$ cat src/rtl/data_delay_pipe.sv
// Valid+data shift register: a sample entering at cycle t leaves at cycle t+P_LATENCY.
// Also used by the stimulus generator to align launches with DUT outputs.
module data_delay_pipe #(
  parameter int P_WIDTH   = 8,
  parameter int P_LATENCY = 3
) (
  input  logic               CLK_I,
  input  logic               RST_X,
  input  logic               vld_i,
  input  logic [P_WIDTH-1:0] data_i,
  output logic               vld_o,
  output logic [P_WIDTH-1:0] data_o
);

  logic [P_LATENCY-1:0] vld_q;
  logic [P_WIDTH-1:0]   data_q [P_LATENCY];

  always_ff @(posedge CLK_I or negedge RST_X) begin
    if (!RST_X) begin
      vld_q <= '0;
      for (int i = 0; i < P_LATENCY; i++) data_q[i] <= '0;
    end else begin
      vld_q[0]  <= vld_i;
      data_q[0] <= data_i;
      for (int i = 1; i < P_LATENCY; i++) begin
        vld_q[i]  <= vld_q[i-1];
        data_q[i] <= data_q[i-1];
      end
    end
  end

  assign vld_o  = vld_q[P_LATENCY-1];
  assign data_o = data_q[P_LATENCY-1];

endmodule

$ cat config.mk
export PLATFORM = sky130hd
export DESIGN_NAME = data_delay_pipe
export DESIGN_NICKNAME = d
export VERILOG_FILES = /design/src/rtl/data_delay_pipe.sv
export SDC_FILE = /design/constraint.sdc
export NUM_CORES = 1
export LEC_CHECK = 0
export CAP_MARGIN = 20
export CORE_MARGIN = 5
export CORE_UTILIZATION = 40
export CTS_BUF_LIST = sky130_fd_sc_hd__clkbuf_16
export DETAILED_ROUTE_END_ITERATION = 7
export PLACE_DENSITY_LB_ADDON = 0.08
export SLEW_MARGIN = 40
export SYNTH_ARGS = -nofsm -noshare
export SYNTH_HDL_FRONTEND = slang
export SYNTH_SLANG_ARGS = --single-unit
$ cat constraint.sdc
create_clock -name CLK_I -period 0.8 [get_ports CLK_I]
set_input_delay 0.24 -clock CLK_I [delete_from_list [all_inputs] [get_ports CLK_I]]
set_output_delay 0.24 -clock CLK_I [all_outputs]
set_load 0.01 [all_outputs]
==> impl_table.tex <==
\begin{tabular}{lr}
\hline
Metric & Value \\
\hline
\multicolumn{2}{l}{\textbf{Global routing}} \\
Maximum number of pins on one net before global-route repair & 28 \\
Total Routing Usage GR & 7.711\% \\
Global route hottest layer & met2 \\
Number of global-route vias before repair & 304 \\
Final global-route overflow total & 0 \\
Met3 Usage GRT & 5.352\% \\
Antenna violations before repair & 0 \\
Met1 GRT Util & 8.286\% \\
Wire length of the first global-routing pass & 1386 um \\
GR Util met2 & 10.12\% \\
\multicolumn{2}{l}{\textbf{Synth}} \\
Share of synthesized area occupied by flip-flops and latches & 91.84\% \\
Post-synth EDFFs & 0 \\
Async set-reset flop share out of synthesis & 100.0\% \\
Library cell with the highest instance count after synthesis & sky130\_fd\_sc\_hd\_\_dfrtp\_1 \\
Top cell type's share of synthesized area & 91.84\% \\
Biggest area contributors in the synthesized netlist & sky130\_fd\_sc\_hd\_\_dfrtp\_1 (92\%), sky130\_fd\_sc\_hd\_\_buf\_4 (8.2\%) \\
Syn Inst Count & 35 \\
Net count after synthesis & 46 \\
Leading cell types by count after synthesis & sky130\_fd\_sc\_hd\_\_dfrtp\_1 (27), sky130\_fd\_sc\_hd\_\_buf\_4 (8) \\
Count of different cell masters after synthesis & 2 \\
Synthesis Warnings & 0 \\
Syn Std Cell Area & 735.7 sq um \\
Synthesized area per cell & 21.02 sq um \\
FF+latch count, synth & 27 \\
Top flip-flop cell by instance count after synthesis & sky130\_fd\_sc\_hd\_\_dfrtp\_1 \\
Area leader, netlist & sky130\_fd\_sc\_hd\_\_dfrtp\_1 \\
\multicolumn{2}{l}{\textbf{Power}} \\
Gate power share & 4.7\% \\
Pleak & 0.4451 nW \\
Clock Power Share & 40.2\% \\
Internal portion of total power & 2.174 mW \\
Sequential group share of total power & 55.1\% \\
Net Sw Power & 461.1 uW \\
Peak ir drop on the vdd network & 0.001514 V \\
Sw Share & 17.50\% \\
Power density over the cells & 2735 nW/um\^{}2 \\
\multicolumn{2}{l}{\textbf{Floorplan}} \\
Num rows & 15 \\
Area of the die & 2797 sq um \\
Initial core utilization & 42.15\% \\
Die Ht & 52.89 um \\
Core Area & 1745 sq um \\
Die extent in x & 52.89 um \\
I/O pin cnt & 20 \\
\multicolumn{2}{l}{\textbf{Setup path}} \\
Class of the most critical setup path & reg -> out \\
Largest fanout of any net on the critical path & 1 \\
Crit-path slowest cell & sky130\_fd\_sc\_hd\_\_dfrtp\_1 \\
Worst setup SP type & flip-flop \\
Worst Path Buf+Inv & 1 \\
Worst path arrival time & 750 ps \\
Cells along the critical path & buf\_6 \\
CP Capture Type & primary output \\
Worst endpoint required time & 560 ps \\
Gate family responsible for the most delay along the worst path & flip-flops \\
Stage delay of the slowest cell on the critical path & 380 ps \\
\multicolumn{2}{l}{\textbf{Clock network}} \\
CTS Buf Count & 3 \\
CTS tree & done \\
Clock slew at reported path FFs & 60 ps \\
CTS max path bufs & 2 \\
Clock latency of the later-clocked register in the worst-skew pair & 250 ps \\
Number of sinks driven by the clock tree & 27 \\
Clock root buffer & sky130\_fd\_sc\_hd\_\_clkbuf\_16 \\
CTS HTree Levels & 1 \\
Number of buffers added to fix hold violations after cts & 0 \\
\multicolumn{2}{l}{\textbf{Cells and area}} \\
Number of fill cells in the layout & 151 \\
NumNets Final & 63 \\
Finished layout cell area & 963.4 sq um \\
\#MultiIn Comb & 0 \\
Area of the multi-input gates & 0 sq um \\
Inserted Diodes & 0 \\
Synthesis-to-finish area growth & 30.95\% \\
Share of cells above drive strength 1 & 25.49\% \\
Final non-filler cell total & 76 \\
\multicolumn{2}{l}{\textbf{Place}} \\
Buffers on Ports & 19 \\
Cell count after placement & 72 \\
Weighted congestion reported at the end of routability-driven placement & 0.5811 \\
Placed instance area & 917.1 sq um \\
Worst slack after detailed placement & -296.2 ps \\
\multicolumn{2}{l}{\textbf{STA}} \\
Final min period & 987.5 ps \\
Hold slack & 340.2 ps \\
Max Fclk & 1.013 GHz \\
Number of slew-limit violations in the final report & 0 \\
Setup-violating endpoint count in the final report & 9 \\
Post-route clock period utilization & 123.4\% \\
Final clock skew & 1.927 ps \\
RSZ-0062 raised after global routing & yes \\
Setup WS post-layout & -187.5 ps \\
Transition at the pin with the smallest max-transition slack & 136.3 ps \\
Relative slew margins & 90.92\% \\
Count of endpoints failing hold in the final timing report & 0 \\
\multicolumn{2}{l}{\textbf{Outcome}} \\
Status & complete, but fails checks \\
Violated checks & negative setup slack \\
\multicolumn{2}{l}{\textbf{Detailed routing}} \\
Number of violations reported at the end of detailed-routing iteration 0 & 0 \\
Total wire length after detailed routing & 826 um \\
Detailed Routing Iterations Pass 1 & 1 \\
Via-to-Cell Ratio & 3.724 \\
Via Count & 283 \\
Antenna-violating nets left & 0 \\
DRC viols & 0 \\
Routed length per instance & 10.87 um \\
\multicolumn{2}{l}{\textbf{Flow run}} \\
Total of max-cap violations & 0 \\
\multicolumn{2}{l}{\textbf{Min path}} \\
Type of the most critical hold path & in -> async \\
\hline
\end{tabular}
[final timing paths]
kind	from	to	slack (ps)	cells after the start
setup / recovery	data_o[6]	data_o[6]	-190	1
hold / removal	RST_X	data_q[22]	340	2
setup reg to reg	data_q[22]	data_q[14]	320	0
hold reg to reg	data_q[14]	data_o[6]	350	0
max in group asynchronous	RST_X	data_o[5]	320	2
min in group CLK_I	data_q[14]	data_o[6]	350	0
[cell usage in the layout, fill, tap and decap left out]
cell type	Yosys	final
sky130_fd_sc_hd__clkbuf_16	0	3
sky130_fd_sc_hd__inv_1	0	1
sky130_fd_sc_hd__buf_6	0	2
sky130_fd_sc_hd__dfrtp_1	27	27
sky130_fd_sc_hd__clkdlybuf4s50_1	0	10
sky130_fd_sc_hd__buf_12	0	1
sky130_fd_sc_hd__buf_2	0	7
[state kept, by name, indices dropped and copies added, names as in the netlist]
name	flops
data_q	16
data_o	8
vld_q	3
[stage by stage]
stage	power [mW]	utilization [%]	setup TNS, ps
final	2.635	55.20	-1611
after global placement	1.612	52.54	-2392
after global routing	2.739	55.20	-1844
after CTS	2.656	54.48	-1679
after detailed placement	1.622	52.54	-2450
after floorplan	1.514	-	0
[logic make-up after synthesis]
family | Yosys count | synth area share (%)
DFF | 27 | 91.84
buffers and inverters | 8 | 8.164
[timing repair]
action | 4_1_cts | 5_1_grt
buffers inserted | 0 | 0
resized for setup | 36 | 2
setup endpoints to repair | 9 | 9
[power by group through the flow]
stage                     combinational, mW  clock, mW  sequential (mW)
after global routing                  0.136       1.14             1.46
final                                 0.124       1.06             1.45
after floorplan                      0.0407          0             1.47
after global placement                0.140          0             1.47
after detailed placement              0.145          0             1.48
after CTS                             0.123       1.08             1.45
[layer usage]
metal / routed length, um / vias up
met4: 26 / 0
met2: 330 / 22
met5: 0 / -
met1: 304 / 129
met3: 163 / 3
li1: - / 129
[area by class of cell]
cell class	instances	area, sq um	area share (%)
flip-flops and latches	27	675.6	70.13
repair buffers	20	177.7	18.44
well taps	25	31.28	3.247
clock buffers	3	75.07	7.792
clock inverters	1	3.754	0.3896
Note: power is estimated with default switching activity, not from simulation.
